$ cat config.mk
export PLATFORM = sky130hd
export DESIGN_NAME = mc_ctrl
export DESIGN_NICKNAME = d
export VERILOG_FILES = /design/src/rtl/mc_ctrl_pkg.sv /design/src/rtl/mc_ctrl_decode.sv /design/src/rtl/mc_ctrl.sv
export SDC_FILE = /design/constraint.sdc
export NUM_CORES = 1
export LEC_CHECK = 0
export ABC_AREA = 1
export ABC_CLOCK_PERIOD_IN_PS = 2630
export CORE_MARGIN = 3
export CORE_UTILIZATION = 40
export DETAILED_ROUTE_END_ITERATION = 6
export PLACE_DENSITY_LB_ADDON = 0.15
export SYNTH_ARGS = -nofsm -noshare
export SYNTH_HDL_FRONTEND = slang
export SYNTH_SLANG_ARGS = --single-unit
export TNS_END_PERCENT = 20
$ cat constraint.sdc
create_clock -name clk -period 2.63 [get_ports clk]
set_clock_uncertainty 0.1 [all_clocks]
set_input_delay 0.3945 -clock clk [delete_from_list [all_inputs] [get_ports clk]]
set_output_delay 0.3945 -clock clk [all_outputs]
set_load 0.02 [all_outputs]
$ cat src/rtl/mc_ctrl_pkg.sv
// ---------------------------------------------------------------------------
// mc_ctrl_pkg : opcode/funct, state, extender, ALU and PC-source encodings
// Revision    : 1.0
// ---------------------------------------------------------------------------
`default_nettype none

package mc_ctrl_pkg;

  localparam logic [5:0] OP_RTYPE = 6'b000000;
  localparam logic [5:0] OP_J     = 6'b000010;
  localparam logic [5:0] OP_BEQ   = 6'b000100;
  localparam logic [5:0] OP_ADDIU = 6'b001001;
  localparam logic [5:0] OP_ORI   = 6'b001101;
  localparam logic [5:0] OP_LUI   = 6'b001111;
  localparam logic [5:0] OP_LW    = 6'b100011;
  localparam logic [5:0] OP_SW    = 6'b101011;

  localparam logic [5:0] FN_ADDU  = 6'b100001;
  localparam logic [5:0] FN_SUBU  = 6'b100011;

  localparam logic [2:0] S_FETCH  = 3'd0;
  localparam logic [2:0] S_DECODE = 3'd1;
  localparam logic [2:0] S_EXEC   = 3'd2;
  localparam logic [2:0] S_MEM    = 3'd3;
  localparam logic [2:0] S_WB     = 3'd4;
  localparam logic [2:0] S_ERR    = 3'd5;

  localparam logic [1:0] EOP_SIGN = 2'b00;
  localparam logic [1:0] EOP_ZERO = 2'b01;
  localparam logic [1:0] EOP_LUI  = 2'b10;
  localparam logic [1:0] EOP_SHL2 = 2'b11;

  localparam logic [2:0] ALU_ADD  = 3'b000;
  localparam logic [2:0] ALU_SUB  = 3'b001;
  localparam logic [2:0] ALU_OR   = 3'b010;

  localparam logic [1:0] PCSRC_SEQ = 2'b00;
  localparam logic [1:0] PCSRC_BR  = 2'b01;
  localparam logic [1:0] PCSRC_JMP = 2'b10;

  localparam logic [1:0] REGDST_RT = 2'b00;
  localparam logic [1:0] REGDST_RD = 2'b01;

  typedef struct packed {
    logic       is_r;
    logic       is_subu;
    logic       is_lw;
    logic       is_sw;
    logic       is_beq;
    logic       is_j;
    logic       is_imm;
    logic       is_ori;
    logic [1:0] eop_next;
    logic       illegal_op;
  } dec_t;

  function automatic logic [5:0] opcode_of(input logic [31:0] instr);
    return instr[31:26];
  endfunction

  function automatic logic [5:0] funct_of(input logic [31:0] instr);
    return instr[5:0];
  endfunction

endpackage

`default_nettype wire

$ cat src/rtl/mc_ctrl_decode.sv
// ---------------------------------------------------------------------------
// mc_ctrl_decode : combinational instruction classifier for the control FSM
// Revision       : 1.0
// ---------------------------------------------------------------------------
`default_nettype none

module mc_ctrl_decode
  import mc_ctrl_pkg::*;
(
  input  logic [31:0] instr,
  output dec_t        dec
);

  logic [5:0] opcode;
  logic [5:0] funct;
  logic       unused_fields;

  assign opcode        = opcode_of(instr);
  assign funct         = funct_of(instr);
  assign unused_fields = ^instr[25:6];

  always_comb begin
    dec          = '0;
    dec.eop_next = EOP_SIGN;
    case (opcode)
      OP_RTYPE: begin
        // Only addu/subu are implemented; any other funct is illegal.
        if (funct == FN_ADDU) begin
          dec.is_r = 1'b1;
        end else if (funct == FN_SUBU) begin
          dec.is_r    = 1'b1;
          dec.is_subu = 1'b1;
        end else begin
          dec.illegal_op = 1'b1;
        end
      end
      OP_J:     dec.is_j = 1'b1;
      OP_BEQ: begin
        dec.is_beq   = 1'b1;
        dec.eop_next = EOP_SHL2;
      end
      OP_ADDIU: dec.is_imm = 1'b1;
      OP_ORI: begin
        dec.is_imm   = 1'b1;
        dec.is_ori   = 1'b1;
        dec.eop_next = EOP_ZERO;
      end
      OP_LUI: begin
        dec.is_imm   = 1'b1;
        dec.eop_next = EOP_LUI;
      end
      OP_LW:    dec.is_lw = 1'b1;
      OP_SW:    dec.is_sw = 1'b1;
      default:  dec.illegal_op = 1'b1;
    endcase
  end

endmodule

`default_nettype wire

$ cat src/rtl/mc_ctrl.sv
// ---------------------------------------------------------------------------
// mc_ctrl : multi-cycle MIPS control FSM with req/ready memory and timeout
// Revision: 1.0
// ---------------------------------------------------------------------------
`default_nettype none

module mc_ctrl
  import mc_ctrl_pkg::*;
#(
  parameter int TIMEOUT = 16
) (
  input  logic        clk,
  input  logic        rst_n,
  input  logic [31:0] instr,
  input  logic        zero,
  input  logic        mem_ready,
  output logic        mem_req,
  output logic        mem_we,
  output logic        ir_wr,
  output logic        pc_wr,
  output logic [1:0]  pc_src,
  output logic [1:0]  eop,
  output logic [2:0]  alu_op,
  output logic        alu_src_b,
  output logic        reg_wr,
  output logic [1:0]  reg_dst,
  output logic        mem_to_reg,
  output logic        illegal,
  output logic [2:0]  state
);

  localparam int CNT_W = $clog2(TIMEOUT + 1);

  logic [2:0]       state_q,   state_d;
  logic [1:0]       eop_q,     eop_d;
  logic [CNT_W-1:0] cnt_q,     cnt_d;
  logic             illegal_q, illegal_d;
  logic             timeout_hit;
  logic             mem_wait;
  dec_t             dec;

  mc_ctrl_decode u_decode (
    .instr (instr),
    .dec   (dec)
  );

  // The current unanswered cycle is the TIMEOUT-th one when cnt_q == TIMEOUT-1.
  assign timeout_hit = (cnt_q == CNT_W'(TIMEOUT - 1));
  assign mem_wait    = mem_req && !mem_ready;

  always_comb begin
    state_d = state_q;
    eop_d   = eop_q;
    case (state_q)
      S_FETCH: begin
        if (mem_ready)        state_d = S_DECODE;
        else if (timeout_hit) state_d = S_ERR;
      end
      S_DECODE: begin
        eop_d = dec.eop_next;
        if (dec.illegal_op) state_d = S_ERR;
        else if (dec.is_j)  state_d = S_FETCH;
        else                state_d = S_EXEC;
      end
      S_EXEC: begin
        if (dec.is_beq)                 state_d = S_FETCH;
        else if (dec.is_lw || dec.is_sw) state_d = S_MEM;
        else                            state_d = S_WB;
      end
      S_MEM: begin
        if (mem_ready)        state_d = dec.is_sw ? S_FETCH : S_WB;
        else if (timeout_hit) state_d = S_ERR;
      end
      S_WB:    state_d = S_FETCH;
      S_ERR:   state_d = S_ERR;
      default: state_d = S_ERR;
    endcase
  end

  // Any state change clears the counter, covering entry to FETCH and MEM.
  always_comb begin
    cnt_d = cnt_q;
    if (state_d != state_q) cnt_d = '0;
    else if (mem_wait)      cnt_d = cnt_q + CNT_W'(1);
  end

  assign illegal_d = illegal_q || (state_d == S_ERR);

  always_ff @(posedge clk or negedge rst_n) begin
    if (!rst_n) begin
      state_q   <= S_FETCH;
      eop_q     <= EOP_SIGN;
      cnt_q     <= '0;
      illegal_q <= 1'b0;
    end else begin
      state_q   <= state_d;
      eop_q     <= eop_d;
      cnt_q     <= cnt_d;
      illegal_q <= illegal_d;
    end
  end

  always_comb begin
    mem_req    = 1'b0;
    mem_we     = 1'b0;
    ir_wr      = 1'b0;
    pc_wr      = 1'b0;
    pc_src     = PCSRC_SEQ;
    eop        = eop_q;
    alu_op     = ALU_ADD;
    alu_src_b  = 1'b0;
    reg_wr     = 1'b0;
    reg_dst    = REGDST_RT;
    mem_to_reg = 1'b0;
    case (state_q)
      S_FETCH: begin
        mem_req = 1'b1;
        if (mem_ready) begin
          ir_wr = 1'b1;
          pc_wr = 1'b1;
        end
      end
      S_DECODE: begin
        // Extender mode is visible already while decoding, then held.
        eop = dec.eop_next;
        if (!dec.illegal_op && dec.is_j) begin
          pc_wr  = 1'b1;
          pc_src = PCSRC_JMP;
        end
      end
      S_EXEC: begin
        if (dec.is_r) begin
          alu_op = dec.is_subu ? ALU_SUB : ALU_ADD;
        end else if (dec.is_ori) begin
          alu_op    = ALU_OR;
          alu_src_b = 1'b1;
        end else if (dec.is_beq) begin
          alu_op = ALU_SUB;
          pc_wr  = zero;
          pc_src = PCSRC_BR;
        end else begin
          alu_op    = ALU_ADD;
          alu_src_b = 1'b1;
        end
      end
      S_MEM: begin
        mem_req = 1'b1;
        mem_we  = dec.is_sw;
      end
      S_WB: begin
        reg_wr     = 1'b1;
        reg_dst    = dec.is_r ? REGDST_RD : REGDST_RT;
        mem_to_reg = dec.is_lw;
      end
      default: ;
    endcase
    // While reset is held the flops already show FETCH; drop the request too.
    if (!rst_n) begin
      mem_req = 1'b0;
      mem_we  = 1'b0;
      ir_wr   = 1'b0;
      pc_wr   = 1'b0;
      reg_wr  = 1'b0;
    end
  end

  assign illegal = illegal_q;
  assign state   = state_q;

endmodule

`default_nettype wire
==> metrics.yaml <==
place_hpwl_um: 2110
hold_class: "in -> async"
fin_cells: 226
fin_crit_ns: 2.48
cts_tree: "yes"
tns_ns: 0
avgSynthCellArea_um2: 6.53
die_h_um: 55.0
rsz0062_at_grt: "true"
pwr-share-seq_pct: 49.1
cap_violations: 0
endpoint_kind: "output pin"
ctsHoldBuffers: 0
p_int_uw: 261
cp-start-kind: "input pin"
dieWidth_um: 55.0
max_freq_mhz: 403
antenna_found_initial: 0
layout_common_cells: "nand2_1 (28), nor2_1 (28), inv_1 (22), clkdlybuf4s50_1 (22), buf_4 (16)"
p_comb_share_pct: 18.2
ys_ff_latch: 11
yosysWarnings: 0
status: "finished clean"
wl_per_cell_um: 11.4
ys_types: 26
port_buffers: 33
antenna_cells: 0
grt_max_degree: 13
setup_viol: 0
sw_frac_of_total_pct: 24.3
power_leakage_nw: 0.799
numCtsBuffers: 3
max-vdd-ir-drop_mv: 0.251
drtAntennaViolNets: 0
core_mm2: 0.00225
finalHoldViolations: 0
num_vias: 1074
clock_sinks: 11
fin_crit_sh_pct: 94.5
drc: 0
cp_max_fo: 4
synth_cells: 147
grt_pass1_vias: 985
num_io_pins: 56
nets: 237
dieArea_mm2: 0.00302
crit_arrival_ns: 1.99
seq_area_frac_synth_pct: 28.7
dr.pass1.iters: 4
routed_wl_um: 2580
grt_first_pass_wirelength_um: 4130
syn_area_um2: 960
path_clk_slew_ns: 0.07
rows: 17
grt_usage_pct: 18.6
async_reset_ff_share_pct: 100
place_inst: 222
synth_edf_count: 0
via_per_inst: 4.75
cts_root_buf: "clkbuf_4"
start_util_pct: 42.6
grt_remaining_overflow: 0
critPathRequiredTime_ns: 2.14
slew_violations: 0
gp_congestion: 0.891
critical_path_class: "in -> out"
pwr_density_cell_mw_per_mm2: 236
cts-htree-levels: 1
syn_to_final_growth_pct: 51.8
ys.flop_type: "dfrtp_1"
clock_tree.buffer_depth: 2
clk_latency_ns: 0.27
p_clk_share_pct: 32.6
post_cts_buffers: 0
drtIter0Drc: 16
p_switching_uw: 83.6
fillers: 223
drive_gt1_share_pct: 23.7
==> metrics by stage <==
step | area [um2] | hold slack (ns) | utilization (%) | power [mW] | setup slack, ns
after floorplan | 963 | -0.00109 | - | 0.195 | 0.529
final | 1460 | 0.362 | 64.6 | 0.344 | 0.146
after detailed placement | 1430 | 0.353 | 63.3 | 0.234 | -0.152
after global routing | 1460 | 0.363 | 64.6 | 0.366 | -0.0109
after CTS | 1450 | 0.360 | 64.4 | 0.351 | -0.00614
after global placement | 1430 | 0.346 | 63.3 | 0.233 | -0.108
==> critical path: stages <==
cell	delay (ns)
clkdlybuf4s50_1	0.54
inv_1	0.07
nor2_1	0.13
nand3_2	0.14
buf_4	0.16
nand3_1	0.08
o21a_1	0.13
dlygate4sd2_1	0.33
==> sequential cells by signal (all words and copies together), names as in the netlist <==
name	flops
cnt_q	5
illegal	1
state	3
eop_q	2
==> metal layers <==
layer,wire (um),GRT usage [%],up-vias
met5,0,0,-
met4,0,3.64,0
met3,145,3.75,0
met2,1240,32.7,31
met1,1190,23.6,485
li1,-,-,558
==> layout make-up <==
class                           count  area [um2]  area share [%]
Timing Repair Buffer               48         439            30.2
Clock buffer                        4        26.3            1.80
Tap cell                           28        35.0            2.41
Multi-Input combinational cell    107         576            39.5
Inverter                           28         105            7.22
Sequential cell                    11         275            18.9
==> kinds of logic (layout without fill, tap and decap cells) <==
family,Yosys count,count (layout),share of synthesized area [%]
other,1,2,0.391
XOR/XNOR,3,3,2.74
multiplexers,1,1,1.17
flip-flops,11,11,28.7
AND/OR/NAND/NOR,89,89,45.1
adder cells (fa/ha/maj),2,2,2.61
buffers and inverters,30,80,12.5
AO/OA/AOI/OAI,10,10,6.78
==> what timing repair did <==
action                                  CTS  global route
pin swaps                                 0             0
hold endpoints to repair                  0             0
resized for setup                         7            12
endpoints found under the setup margin    7             9
cloned                                    0             0
==> cell usage after synthesis (all sizes together) (2+ instances only) <==
cell type / n / share of area (%)
nor3: 6 / 4.7
dfrtp: 11 / 29
nand2: 32 / 14
ha: 2 / 2.6
a21oi: 2 / 1.4
nand3: 16 / 10
buf: 2 / 1.6
nor2: 33 / 14
o21ai: 4 / 2.1
xor2: 3 / 2.7
inv: 27 / 11
==> final timing paths <==
path | end | startpoint | cells past startpoint | slack (ns)
setup reg to reg | cnt_q[1] | cnt_q[0] | 14 | 0.63
hold reg to reg | illegal | illegal | 1 | 0.37
setup / recovery | eop[1] | instr[28] | 8 | 0.15
min in group clk | illegal | illegal | 1 | 0.37
hold / removal | cnt_q[4] | rst_n | 2 | 0.36
max in group asynchronous | eop_q[1] | rst_n | 2 | 1.91
==> power by group through the flow <==
stage                     Clock, mW  Combinational [mW]  Sequential (mW)
after floorplan                   0              0.0222            0.172
after global placement            0              0.0609            0.172
after detailed placement          0              0.0621            0.172
after CTS                     0.119              0.0630            0.169
after global routing          0.128              0.0692            0.169
final                         0.112              0.0628            0.169
Note: power is estimated with default switching activity, not from simulation.
